## config.mk

```make
export PLATFORM = sky130hd
export DESIGN_NAME = ide_devctrl_flat
export DESIGN_NICKNAME = d
export VERILOG_FILES = /design/src/rtl/ide_devctrl_if.sv /design/src/rtl/ide_devctrl.sv /design/src/flat_wrapper.sv
export SDC_FILE = /design/constraint.sdc
export NUM_CORES = 1
export LEC_CHECK = 0
export ABC_AREA = 1
export BUFFER_PORTS_ARGS = -buffer_cell sky130_fd_sc_hd__buf_4
export CORE_UTILIZATION = 44
export DETAILED_ROUTE_END_ITERATION = 8
export PLACE_DENSITY_LB_ADDON = 0.05
export SLEW_MARGIN = 20
export SYNTH_ARGS = -nofsm -noshare
export SYNTH_HDL_FRONTEND = slang
export SYNTH_SLANG_ARGS = --single-unit
```

## constraint.sdc

```tcl
create_clock -name clk -period 1.5 [get_ports clk]
set_input_delay 0.225 -clock clk [delete_from_list [all_inputs] [get_ports clk]]
set_output_delay 0.225 -clock clk [all_outputs]
set_load 0.02 [all_outputs]
```

## src/rtl/ide_devctrl_if.sv

```systemverilog
// Port 0x3F6 strobe pair plus the IDE-core/PIC side signals of the Device Control stage.
// The slave modport is the ide_devctrl view; the master modport drives it.
interface ide_devctrl_if;
  logic       ide_3f6_write;
  logic [7:0] ide_3f6_writedata;
  logic       ide_3f6_read;
  logic [7:0] ide_3f6_readdata;
  logic [7:0] status_in;
  logic       irq_req;
  logic       irq_clear;
  logic       irq;
  logic       srst_active;
  logic       srst_done;
  logic       nien;

  modport slave (
    input  ide_3f6_write,
    input  ide_3f6_writedata,
    input  ide_3f6_read,
    input  status_in,
    input  irq_req,
    input  irq_clear,
    output ide_3f6_readdata,
    output irq,
    output srst_active,
    output srst_done,
    output nien
  );

  modport master (
    output ide_3f6_write,
    output ide_3f6_writedata,
    output ide_3f6_read,
    output status_in,
    output irq_req,
    output irq_clear,
    input  ide_3f6_readdata,
    input  irq,
    input  srst_active,
    input  srst_done,
    input  nien
  );
endinterface

```

## src/rtl/ide_devctrl.sv

```systemverilog
// Device Control / Alternate Status stage at port 0x3F6: nIEN storage, ATA soft-reset
// sequencing for the IDE core, interrupt gating toward the PIC and Alternate Status readback.
module ide_devctrl #(
  parameter int unsigned BUSY_CYCLES = 64
) (
  input  logic          clk,
  input  logic          rst_n,
  ide_devctrl_if.slave  io_bus
);

  localparam int unsigned     CW       = $clog2(BUSY_CYCLES);
  localparam logic [CW-1:0]   CNT_LOAD = CW'(BUSY_CYCLES - 1);
  localparam logic [CW-1:0]   CNT_ZERO = {CW{1'b0}};
  localparam logic [CW-1:0]   CNT_ONE  = CW'(1);
  localparam logic [7:0]      ALT_BSY  = 8'h80;

  typedef enum logic [1:0] {
    ST_IDLE = 2'd0,
    ST_HELD = 2'd1,
    ST_WAIT = 2'd2
  } state_t;

  state_t        r_state;
  logic [CW-1:0] r_cnt;
  logic          r_nien;
  logic          r_pending;
  logic          r_irq;
  logic          r_srst_active;
  logic          r_srst_done;
  logic [7:0]    r_readdata;

  state_t        w_state_nxt;
  logic [CW-1:0] w_cnt_nxt;
  logic          w_done_nxt;
  logic          w_nien_nxt;
  logic          w_pending_nxt;
  logic          w_irq_nxt;
  logic          w_enter_held;

  wire w_wr       = io_bus.ide_3f6_write;
  wire w_srst_bit = io_bus.ide_3f6_writedata[2];
  wire w_nien_bit = io_bus.ide_3f6_writedata[1];

  // Read strobe and undecoded Device Control bits have no effect on this stage.
  wire w_unused = ^{io_bus.ide_3f6_read, io_bus.ide_3f6_writedata[7:3],
                    io_bus.ide_3f6_writedata[0]};

  // Soft-reset sequencer next state and release counter.
  always_comb begin
    w_state_nxt = r_state;
    w_cnt_nxt   = r_cnt;
    w_done_nxt  = 1'b0;
    case (r_state)
      ST_IDLE: begin
        if (w_wr && w_srst_bit) begin
          w_state_nxt = ST_HELD;
        end else begin
          w_state_nxt = ST_IDLE;
        end
      end
      ST_HELD: begin
        if (w_wr && !w_srst_bit) begin
          w_state_nxt = ST_WAIT;
          w_cnt_nxt   = CNT_LOAD;
        end else begin
          w_state_nxt = ST_HELD;
        end
      end
      ST_WAIT: begin
        // Re-asserting SRST abandons the release: back to HELD, no done pulse.
        if (w_wr && w_srst_bit) begin
          w_state_nxt = ST_HELD;
          w_cnt_nxt   = CNT_ZERO;
        end else if (r_cnt == CNT_ZERO) begin
          w_state_nxt = ST_IDLE;
          w_done_nxt  = 1'b1;
        end else begin
          w_cnt_nxt   = r_cnt - CNT_ONE;
        end
      end
      default: begin
        w_state_nxt = ST_IDLE;
        w_cnt_nxt   = CNT_ZERO;
      end
    endcase
  end

  // nIEN, pending flag and the gated interrupt level, all computed from next-cycle values.
  always_comb begin
    w_nien_nxt    = r_nien;
    w_pending_nxt = r_pending;
    w_enter_held  = (w_state_nxt == ST_HELD) && (r_state != ST_HELD);
    if (w_wr) begin
      w_nien_nxt = w_nien_bit;
    end else begin
      w_nien_nxt = r_nien;
    end
    if (w_enter_held) begin
      w_pending_nxt = 1'b0;
    end else if (io_bus.irq_req && (r_state == ST_IDLE)) begin
      w_pending_nxt = 1'b1;
    end else if (io_bus.irq_clear) begin
      w_pending_nxt = 1'b0;
    end else begin
      w_pending_nxt = r_pending;
    end
    w_irq_nxt = w_pending_nxt & ~w_nien_nxt & (w_state_nxt == ST_IDLE);
  end

  // State and output registers.
  always_ff @(posedge clk or negedge rst_n) begin
    if (!rst_n) begin
      r_state       <= ST_IDLE;
      r_cnt         <= CNT_ZERO;
      r_nien        <= 1'b0;
      r_pending     <= 1'b0;
      r_irq         <= 1'b0;
      r_srst_active <= 1'b0;
      r_srst_done   <= 1'b0;
      r_readdata    <= 8'h00;
    end else begin
      r_state       <= w_state_nxt;
      r_cnt         <= w_cnt_nxt;
      r_nien        <= w_nien_nxt;
      r_pending     <= w_pending_nxt;
      r_irq         <= w_irq_nxt;
      r_srst_active <= (w_state_nxt != ST_IDLE);
      r_srst_done   <= w_done_nxt;
      r_readdata    <= (r_state == ST_IDLE) ? io_bus.status_in : ALT_BSY;
    end
  end

  assign io_bus.ide_3f6_readdata = r_readdata;
  assign io_bus.irq              = r_irq;
  assign io_bus.srst_active      = r_srst_active;
  assign io_bus.srst_done        = r_srst_done;
  assign io_bus.nien             = r_nien;

endmodule

```

## src/flat_wrapper.sv

```systemverilog
// flat-port wrapper written by rule: the top's interface ports become plain ports
module ide_devctrl_flat 
#(
  parameter int unsigned BUSY_CYCLES = 64
)
  (clk, rst_n, io_bus_ide_3f6_write, io_bus_ide_3f6_writedata, io_bus_ide_3f6_read, io_bus_status_in, io_bus_irq_req, io_bus_irq_clear, io_bus_ide_3f6_readdata, io_bus_irq, io_bus_srst_active, io_bus_srst_done, io_bus_nien);
  ide_devctrl_if io_bus_i ();
  input  logic clk;
  input  logic rst_n;
  input wire logic [$bits(io_bus_i.ide_3f6_write)-1:0] io_bus_ide_3f6_write;
  input wire logic [$bits(io_bus_i.ide_3f6_writedata)-1:0] io_bus_ide_3f6_writedata;
  input wire logic [$bits(io_bus_i.ide_3f6_read)-1:0] io_bus_ide_3f6_read;
  input wire logic [$bits(io_bus_i.status_in)-1:0] io_bus_status_in;
  input wire logic [$bits(io_bus_i.irq_req)-1:0] io_bus_irq_req;
  input wire logic [$bits(io_bus_i.irq_clear)-1:0] io_bus_irq_clear;
  output wire logic [$bits(io_bus_i.ide_3f6_readdata)-1:0] io_bus_ide_3f6_readdata;
  output wire logic [$bits(io_bus_i.irq)-1:0] io_bus_irq;
  output wire logic [$bits(io_bus_i.srst_active)-1:0] io_bus_srst_active;
  output wire logic [$bits(io_bus_i.srst_done)-1:0] io_bus_srst_done;
  output wire logic [$bits(io_bus_i.nien)-1:0] io_bus_nien;
  assign io_bus_i.ide_3f6_write = io_bus_ide_3f6_write;
  assign io_bus_i.ide_3f6_writedata = io_bus_ide_3f6_writedata;
  assign io_bus_i.ide_3f6_read = io_bus_ide_3f6_read;
  assign io_bus_i.status_in = io_bus_status_in;
  assign io_bus_i.irq_req = io_bus_irq_req;
  assign io_bus_i.irq_clear = io_bus_irq_clear;
  assign io_bus_ide_3f6_readdata = io_bus_i.ide_3f6_readdata;
  assign io_bus_irq = io_bus_i.irq;
  assign io_bus_srst_active = io_bus_i.srst_active;
  assign io_bus_srst_done = io_bus_i.srst_done;
  assign io_bus_nien = io_bus_i.nien;
  ide_devctrl #(.BUSY_CYCLES(BUSY_CYCLES)) u_core (.clk(clk), .rst_n(rst_n), .io_bus(io_bus_i));
endmodule
```

Yosys cells after proc, flatten, opt, wreduce, memory -nomap -nowiden
Index checks and enable logic that the tools add are counted.

storage, ports and cells
  bits in registers = 21
  word-level logic and storage cells = 46
  input port bits = 22

operators by class
  bitwise operators = 4
  reduce and logical (&&, ||, !) cells = 10
  add/subtract/negate cells = 1
  eq/ne operators = 6
  mux-type cells = 17

operator list
  operator                                               count
  2-to-1 mux 6 bit                                       3
  case mux 6 bit (3 select lines)                        1
  2-to-1 mux 1 bit                                       8
  2-to-1 mux 8 bit                                       1
  logical NOT 6 bit                                      1
  2-to-1 mux 2 bit                                       3
  case mux 2 bit (3 select lines)                        1
  subtractor 6 x 1 -> 6 bit, second input constant       1
  equality test 2 x 1 -> 1 bit, second input constant    2
  logical AND 1 bit                                      4
  logical NOT 2 bit                                      2
  inequality test 2 x 1 -> 1 bit, second input constant  2
  inequality test 3 x 2 -> 1 bit, second input constant  1
  AND reduction 3 bit                                    1
  AND 1 bit                                              2
  equality test 2 bit, second input constant             1
  inverter 1 bit                                         2
  nonzero test 2 bit                                     1
  logical NOT 1 bit                                      1

Longest topological paths before layout
Gate-level depths: netlist of run 1.

  word-level depth = 9
  depth in mapped cells = 10
  depth with buffers taken out = 10

Worst setup path before layout of run 1
No wires, ideal clock.

  path type = register to register
  start = register u_core.r_state[0]
  end = register u_core.r_cnt[2]
  setup time = 0.121 ns
  cell stages (with the launch flop) = 10
  clock period less this slack = 1.379 ns
  required time = 1.379 ns
  slack = 0.121 ns
  arrival time = 1.258 ns
  path through = dfrtp_1 > inv_1 > ha_1 > buf_4 > inv_1 > nand2_1 > nor2_4 > inv_2 > nand2_1 > o21ai_2

between the ends
  word-level cells in the longest chain between the ends = 3

ends and longest elaborated chain
  element                                                                 RTL line            RTL
  start, declared                                                         ide_devctrl.sv:23   state_t r_state;
  start signal, assigned                                                  ide_devctrl.sv:122  r_state <= w_state_nxt;
  equality test 2 bit, or another cell as far along                       ide_devctrl.sv:53   case (r_state)
  inequality test 3 x 2 -> 1 bit (no line), or another cell as far along  n/a
  AND reduction 3 bit (no line)                                           n/a
  end signal, assigned                                                    ide_devctrl.sv:123  r_cnt <= w_cnt_nxt;
  end, declared                                                           ide_devctrl.sv:24   logic [CW-1:0] r_cnt;

Several ways; a longest one is shown, not always the timed one.
A chain may end at the register's enable or synchronous reset.

Final worst setup path of run 1
  start = register u_core.r_state[0]
  end = register u_core.r_irq (netlist: u_core.io_bus.irq)

between the ends
  word-level cells in the longest chain between the ends = 8

ends and longest elaborated chain
  element                          RTL line            RTL
  2-to-1 mux 2 bit                 ide_devctrl.sv:74   end else if (r_cnt == CNT_ZERO) begin
  2-to-1 mux 2 bit                 ide_devctrl.sv:71   if (w_wr && w_srst_bit) begin
  case mux 2 bit (3 select lines)  ide_devctrl.sv:53
  equality test 2 x 1 -> 1 bit     ide_devctrl.sv:92   w_enter_held = (w_state_nxt == ST_HELD) && (r_state != ST_HELD);
  logical AND 1 bit                ide_devctrl.sv:92
  2-to-1 mux 1 bit                 ide_devctrl.sv:98   if (w_enter_held) begin
  AND 1 bit                        ide_devctrl.sv:107  w_irq_nxt = w_pending_nxt & ~w_nien_nxt & (w_state_nxt == ST_IDLE);
  AND 1 bit *                      ide_devctrl.sv:107
  net u_core.w_irq_nxt             ide_devctrl.sv:37   logic w_irq_nxt;
  end signal, assigned             ide_devctrl.sv:126  r_irq <= w_irq_nxt;
  end, declared                    ide_devctrl.sv:27   logic r_irq;

The timed path passes the listed nets; every way through them passes the cells marked *.

==> results of run 1 <==
worst max-delay path: stages, from the launching register on:
cell and delay, ns:
dfrtp_1 0.42, inv_1 0.10, ha_2 0.21, nand2_4 0.08, inv_2 0.08, nand3_1 0.09, o21ai_1 0.08, nand2_1 0.10
nand4_1 0.10, inv_1 0.04
cell usage after synthesis, drive strengths merged:
cell   count
inv       28
ha         5
buf        1
dfrtp     21
nand4      2
nand2     32
or2        1
nor2       4
o21ai     13
nand3      9
a21oi      2
xor2       2
nor3       1
worst max path at each step:
stage	from	end	slack, ns	cells after the start
3_3_place_gp	u_core.r_state[0]	u_core.io_bus.irq	0.11	9
5_1_grt	u_core.r_state[1]	u_core.r_pending	0.003	9
4_1_cts	u_core.r_state[0]	u_core.io_bus.irq	0.08	9
6_report	u_core.r_state[0]	u_core.io_bus.irq	0.10	9
3_5_place_dp	u_core.r_state[0]	u_core.r_cnt[2]	0.1	8
2_1_floorplan	u_core.r_state[0]	u_core.r_cnt[2]	0.12	9
stage by stage:
step           setup WS (ns)  hold slack (ns)
6_report               0.101            0.108
5_1_grt              0.00335            0.101
4_1_cts               0.0826            0.104
3_5_place_dp          0.0979            0.121
3_3_place_gp           0.115            0.121
2_1_floorplan          0.121          -0.0706
state kept, by name (all words and copies together), names as in the netlist:
| signal | flops |
|---|---|
| u_core.io_bus.irq | 1 |
| u_core.io_bus.srst_active | 1 |
| u_core.r_state | 2 |
| u_core.io_bus.nien | 1 |
| u_core.io_bus.srst_done | 1 |
| u_core.r_cnt | 6 |
| u_core.r_pending | 1 |
| u_core.io_bus.ide_3f6_readdata | 8 |
metal layers:
layer / wire (um) / part of all wire (%)
met1: 874 / 45
met2: 928 / 47
met3: 127 / 6.5
met4: 31 / 1.6
met5: 0 / 0
timing repair:
item | in CTS | in global routing
resized for setup | 0 | 4
setup endpoints to repair | 0 | 8
hold buffers | 1 | 0
buffers inserted | 0 | 2
endpoints found under the hold margin | 21 | 0
final cells by class:
class	count	share of cell area (%)
sequential	21	39.3
multi-input combinational	72	31.2
timing repair buffer	30	17.0
inverter	28	7.87
tap	28	2.62
clock buffer	4	1.97
power by group through the flow:
stage | Clock [mW] | Sequential [mW] | Combinational, mW
after floorplan | 0 | 0.945 | 0.675
after global placement | 0 | 0.840 | 1.09
after detailed placement | 0 | 0.844 | 1.11
after CTS | 0.275 | 0.832 | 1.12
after global routing | 0.301 | 0.847 | 1.32
final | 0.264 | 0.829 | 1.18
logic make-up (layout without fill, tap and decap cells):
group                      count (synthesis)  after routing  synth area share, %
and+or+nand+nor                           49             50                 23.4
buffers and inverters                     29             62                 10.8
DFF                                       21             21                 50.5
AOI/OAI and AO/OA                         15             15                 7.57
adders and majority gates                  5              5                 6.01
xor gates and xnor gates                   2              2                 1.68
==> results.txt, run 1 <==
The H-tree level count came out at 1. Once layout is complete, the utilization of the core stands at 60.4%. For this run, the number of Yosys warnings is 0. The standard cell area after detailed placement came out at 1270 um2.

Entering global routing, the biggest net connects 22 pins. The met3 demand-to-capacity share in global routing is 3.33%. The final max-slew violation count is 0. The number of antenna violations at the first check in global routing came out at 0. The transition time of the tightest slew-check pin came out at 0.266 ns. Across the run, the number of max-cap violations was 0. The slack of the worst reg-to-reg path came out at 0.10 ns. The worst setup path is launched from a flop.

The run finished with clean final reports. In this run, the number of DRC markers left after iteration 0 of detailed routing was 19. The total power draw came out at 2.27 mW. Global routing consumed, on the met1 layer, 19.9% of the routing resources.

The final-layout fill cell count came out at 212. The met2 layer usage reported by global route is 25.6%. STA classifies the critical path endpoint as a flop. The finished layout holds 183 standard cells, fillers aside. The standard cell core area is 2210 um2. Once detail routing completed, the nets flagged for antenna violations numbered 0.

The average size of a mapped cell is 8.60 um2. The per-cell routed wire length is 10.7 um. The final number of hold-violating endpoints came out at 0. The via-per-instance ratio is 4.73.

For this run, the detailed router's first-pass iteration total came to 4. In the final layout, the share of cells above drive strength 1 is 31.0%. Combinational cells account for 51.8% of the total power.

The min-delay analysis places its worst path in the category primary input to flop. Setup repair after global routing left no endpoint under its margin. The total length of routed wires came out at 1.96 mm.

In the layout the commonest cells are nand2_1, buf_4, inv_1. The clock tree skew after final layout is 0.00588 ns. The number of ports placed on the die boundary came out at 34. The cell internal power dissipation is 1.30 mW.

The placed wire-length estimate came out at 1.39 mm. The clock-pin transition on the worst setup and hold timing paths came out at 0.11 ns. The total of flip-flops plus latches after synthesis is 21.

The count of antenna diodes in the layout came out at 0. The type of the worst setup path is flop to flop. The final estimated routing congestion in global placement is 0.841. The register area is 526 um2.

The required time reported for the critical path endpoint is 1.70 ns. The maximum fanout encountered on the critical timing path is 6. The launch instance of the worst register-to-register path is u_core.r_state[0]. The instance count after placement with tap cells included came out at 175. The switching power summed over all nets is 0.972 mW. Data arrives at the worst endpoint at 1.60 ns. The number of standard-cell rows in the floorplan came out at 17.

The maximum clock frequency came out at 715 MHz. The worst register-to-register path ends at u_core.io_bus.irq. Once layout is done, the placed cells without fillers occupy 1340 um2. In this run switching power makes up 42.8% of total power. The cell count after synthesis is 121. The power density of the placed cells came out at 1700 nW/um2. In this run, the clock network consumes 11.6% of the power.

The number of CTS-inserted buffers came out at 3. Across the VDD grid, the largest voltage drop is 1.00 mV. The via count of the first global-routing pass is 745. Summed over all cells, the static leakage comes to 0.768 nW. The number of clock sinks is 21. The total of buffers placed on input and output ports came out at 26. The total negative setup slack is 0 ns. The starting utilization of the core area came out at 47.1%.

The startpoint identified for the worst hold timing path is io_bus_status_in[6]. The net count of the finished layout is 183. The DRC violation count after routing is 0.

Summing over every cut layer, the via total after detailed routing is 865. The first-pass GRT wire length came out at 3.01 mm. By area the synthesized netlist is led by dfrtp_1, nand2_1, inv_1. The synthesized cell area is 1040 um2.

The cell depth of the worst min-delay path came out at 3. TritonCTS built the clock tree. The count of unique library cells instantiated by Yosys came out at 21. The clock reaches the later pin of the worst-skew pair after 0.30 ns.

The hold-critical path endpoint is u_core.io_bus.ide_3f6_readdata[6]. The number of buffers on the longest clock path is 2. The final count of negative-setup-slack endpoints came out at 0. The area overhead of the layout relative to synthesis is 28.4%. The die span in x is 50.6 um. The worst register-to-register path has a depth of 9.

The total area of multi-input combinational cells is 417 um2. The die outline area is 2560 um2. The worst path uses 93.2% of the clock period. The final critical-path required period is 1.40 ns. The overall track demand over capacity in global routing is 15.9%. From bottom edge to top edge, the die measures 50.6 um. The library cell used as clock root buffer is clkbuf_4.

After global routing, the most crowded layer is met2. The max-slew headroom at the worst pin is 82.3%. The fraction of the yosys area taken by sequential cells is 50.5%.

The portion of synthesized cell area occupied by the leading cell type came out at 50.5%. Counting every net in the synthesized netlist gives 148. The sequential power share is 36.6%. The largest total area in the synthesized netlist belongs to dfrtp_1. The leftover overflow at the end of global routing is 0.
Power figures use the tool's default switching activity.
==> run 2: changes to the inputs <==
--- a/config.mk
+++ b/config.mk
@@ -5,7 +5,7 @@
 export SDC_FILE = /design/constraint.sdc
 export NUM_CORES = 1
 export LEC_CHECK = 0
-export ABC_AREA = 1
+export ABC_AREA = 0
 export BUFFER_PORTS_ARGS = -buffer_cell sky130_fd_sc_hd__buf_4
 export CORE_UTILIZATION = 44
 export DETAILED_ROUTE_END_ITERATION = 8
==> run 2 against run 1 <==
Net effect: the run now ends with negative setup slack left; worst setup slack worse by 0.11 ns; power is 29% higher; non-clock buffer count is 15 higher; count of clock-buffer cells in the layout stayed put; wire length is 32% higher; clock power is 4% higher; final cell count is 3.8% lower; flip-flop and latch count stayed put; sequential share of layout area is 5.9 points lower; hold slack worse by 0.0090 ns; register-to-register slack worse by 0.11 ns; synthesized cell count is 17% lower; critical path type unchanged; critical endpoint is now u_core.r_cnt[5]; largest power group unchanged.
==> results.txt, run 2 <==
The run finished, with violations left. The final reports fail on negative setup slack. The first-pass GRT wire length is 4.18 mm.

Traced cell by cell, the critical path runs through buf_4, ha_4, a21o_1, a31o_2, o2bb2ai_1. In this run the horizontal extent of the chip is 51.4 um. The endpoint identified for the worst register-to-register timing path is u_core.r_cnt[5]. For this run, the top clock speed supported by timing is 661 MHz. In this run the critical register-to-register path is launched from u_core.r_state[0]. The count of antenna diodes in the layout came out at 0. The worst vdd rail ir drop is 1.27 mV. The final critical-path share of the clock period came out at 101%. The number of standard-cell rows in the floorplan is 17. After synthesis, the share of flip-flops with an asynchronous set or reset is 100%.

34 I/O pins were placed. The leakage power total is 0.735 nW. The number of max-cap violations is 0.

The power density of the placed cells came out at 1860 nW/um2. The synthesized cell area came out at 1070 um2. Leaving out filler cells and counting taps, the final layout contains 176. The switching part of the total is 41.2%. The final estimated routing congestion in global placement came out at 0.829.

The antenna violation net count after detailed routing is 0. The most common cell after layout, fill and taps aside is buf_4. Counting every net in the synthesized netlist gives 128. The fraction of the yosys area taken by sequential cells came out at 49.0%. The commonest cells after synthesis are dfrtp_1, inv_1, and2_1. The final-layout fill cell count came out at 166. Setup repair after global routing could not meet its margin everywhere. Among all cell types in the netlist, the one instantiated most often is dfrtp_1. In this run, CTS created clock tree buffers numbering 3. The kind of start point of the critical path is a flop.

In this run the worst setup path begins at u_core.r_state[0]. The max-slew headroom at the worst pin came out at 80.6%. TritonCTS built the clock tree.

The placed wire-length estimate came out at 1.72 mm. The H-tree level count is 1. The library cells used most frequently in the layout, excluding fill and tap cells, are buf_4, dfrtp_1, and2_1. The clock tree skew after final layout came out at 0.00430 ns. The area overhead of the layout relative to synthesis came out at 46.9%.

The register area is 527 um2. In the routed layout, each cell is associated on average with a via count of 5.44. The cell taking the most area after synthesis is dfrtp_1. The slack of the worst reg-to-reg path came out at -0.01 ns. The warning count from the yosys run is 0. The slowest cell on the critical path is dfrtp_2. For this run, the slowest stage of the critical path takes 0.46 ns. The cell internal power dissipation came out at 1.72 mW. STA classifies the critical path endpoint as a flop. The ratio of cells with drive above 1 in the final layout is 50.0%.

Summed over all layers, the routed wires come to 2.60 mm. The transition time of the tightest slew-check pin came out at 0.291 ns. The switching power summed over all nets is 1.21 mW.

The total area of multi-input combinational cells came out at 607 um2. The register with the most flip-flops in the layout has 8 of them. The DRC violation total after the first TritonRoute iteration is 41. The maximum fanout encountered on the critical timing path is 8. The count of flip-flops with a built-in enable after synthesis came out at 0. The number of buffers on the longest clock path came out at 2. Sorting the synthesized cells by area gives the leading types as dfrtp_1, ha_1, and2_1.

The number of antenna violations at the first check in global routing is 0. Including well taps, the total number of placed cells is 163. The count of unique library cells instantiated by Yosys is 37. Input and output buffers added on the ports amount to 26. The maximum number of pins on one net before global-route repair is 22.

The net count reported at finish came out at 176. The critical path arrival is 1.72 ns. The cell count after synthesis came out at 101. The total via count in the routed design is 958. Each instance of the synthesized netlist takes up on average 10.6 um2. The final critical-path required period came out at 1.51 ns. The critical path is of the flop to flop type.

The required time reported for the critical path endpoint is 1.71 ns. The die height is 51.4 um. The per-cell routed wire length is 14.8 um. The via count of the first global-routing pass came out at 961. Clock-pin slew was measured on the worst setup and hold paths at 0.11 ns. Summed over all failing endpoints, the final setup total negative slack is -0.0118 ns.

In this run, the combinational gates consume 61.4% of the power. The DRC violation count after routing came out at 0. In this run the worst setup path terminates at u_core.r_cnt[5]. Setup violations remaining at the end of the flow were counted as 1. The final max-slew violation count is 0. The number of clock sinks is 21. The standard cell core area came out at 2250 um2. The later pin in the worst-skew pair is clocked with a latency of 0.31 ns. The clock network power share came out at 9.4%. In this run the biggest area consumer among cell types represents 49.0% of the synthesized area. The tree is rooted in a clkbuf_4. At the end of the flow the core is filled with cells to 69.9%.

The total of flip-flops plus latches after synthesis is 21. Once the floorplan was initialized, standard cells occupied 47.6% of the core. Among all flip-flop cells after synthesis, the most frequent one is dfrtp_1. The number of cells on the worst reg-to-reg path is 5. The die covers 2640 um2.

The min-delay analysis places its worst path in the category primary input to flop. The number of search-and-repair iterations in the first detailed-routing pass is 4. The sequential power share is 29.2%. The final number of hold-violating endpoints was 0. For this run, the total global-route usage over all layers was measured as 21.3%. Once routing completed, OpenROAD measured the worst setup slack at -0.0118 ns.

The leftover overflow at the end of global routing came out at 0.
## run 2: cell types whose count changed after synthesis, sizes merged, moves of 4 or more
cell and change:
o21ai -8, a31oi +4, inv -19, nand3 -6, nand2 -25, and2 +8
## run 2: what timing repair did
item | 4_1_cts | 5_1_grt
hold buffers | 1 | 0
pin swaps | 2 | 12
buffers inserted | 1 | 7
gates resized for setup | 8 | 19
cloned | 0 | 0
endpoints found under the setup margin | 8 | 10
endpoints found under the hold margin | 21 | 0
## run 2: power by group through the flow
stage	combinational (mW)	sequential [mW]	clock, mW
floorplan	0.762	0.959	0
CTS	1.44	0.834	0.281
global placement	1.35	0.841	0
detailed placement	1.37	0.846	0
finish	1.80	0.854	0.274
global route	1.95	0.872	0.300
## run 2: worst min-delay path by stage
stage	startpoint	to	cells after the start
after floorplan	rst_n	u_core.io_bus.ide_3f6_readdata[0]	0
after global placement	rst_n	u_core.io_bus.ide_3f6_readdata[0]	1
after detailed placement	rst_n	u_core.io_bus.ide_3f6_readdata[4]	1
after CTS	io_bus_status_in[7]	u_core.io_bus.ide_3f6_readdata[7]	2
after global routing	io_bus_status_in[7]	u_core.io_bus.ide_3f6_readdata[7]	2
final	io_bus_status_in[7]	u_core.io_bus.ide_3f6_readdata[7]	2
## run 2: final cells by class
class	instances	area share, %
Tap cell	28	2.22
Sequential cell	21	33.4
Clock buffer	4	1.67
Multi-Input combinational cell	69	38.5
Timing Repair Buffer	45	21.8
Inverter	9	2.30
## run 2: metal layers
| layer | wire (um) | track usage (%) | part of all wire, % |
|---|---|---|---|
| met5 | 0 | 0 | 0 |
| met4 | 119 | 8.11 | 4.6 |
| met3 | 155 | 3.27 | 6.0 |
| met2 | 1260 | 37.0 | 48 |
| met1 | 1060 | 26.3 | 41 |
## run 2: critical path: cells and delay by family (launching register included)
| kind | cells | cell delay, ns |
|---|---|---|
| AO/OA/AOI/OAI | 3 | 0.61 |
| flip-flops | 1 | 0.46 |
| adder cells (fa/ha/maj) | 1 | 0.19 |
| buffers and inverters | 1 | 0.16 |
## run 2: kinds of logic (layout without fill, tap and decap cells)
logic type | Yosys count | after routing | synth area share [%]
AO/OA/AOI/OAI | 32 | 32 | 23.5
multiplexers | 1 | 1 | 1.05
flip-flops | 21 | 21 | 49.0
AND/OR/NAND/NOR | 31 | 31 | 16.5
adder cells (fa/ha/maj) | 5 | 5 | 5.83
buffers and inverters | 11 | 58 | 4.20
## run 2: through the flow
| step | total power, mW | cell area (um2) | setup WS, ns | hold WS, ns |
|---|---|---|---|---|
| 2_1_floorplan | 1.72 | 1070 | 0.0124 | -0.0706 |
| 3_3_place_gp | 2.19 | 1370 | -0.0268 | 0.119 |
| 3_5_place_dp | 2.22 | 1370 | -0.0577 | 0.121 |
| 4_1_cts | 2.56 | 1440 | -0.00115 | 0.0969 |
| 5_1_grt | 3.12 | 1580 | -0.0469 | 0.106 |
| 6_report | 2.93 | 1580 | -0.0118 | 0.0993 |
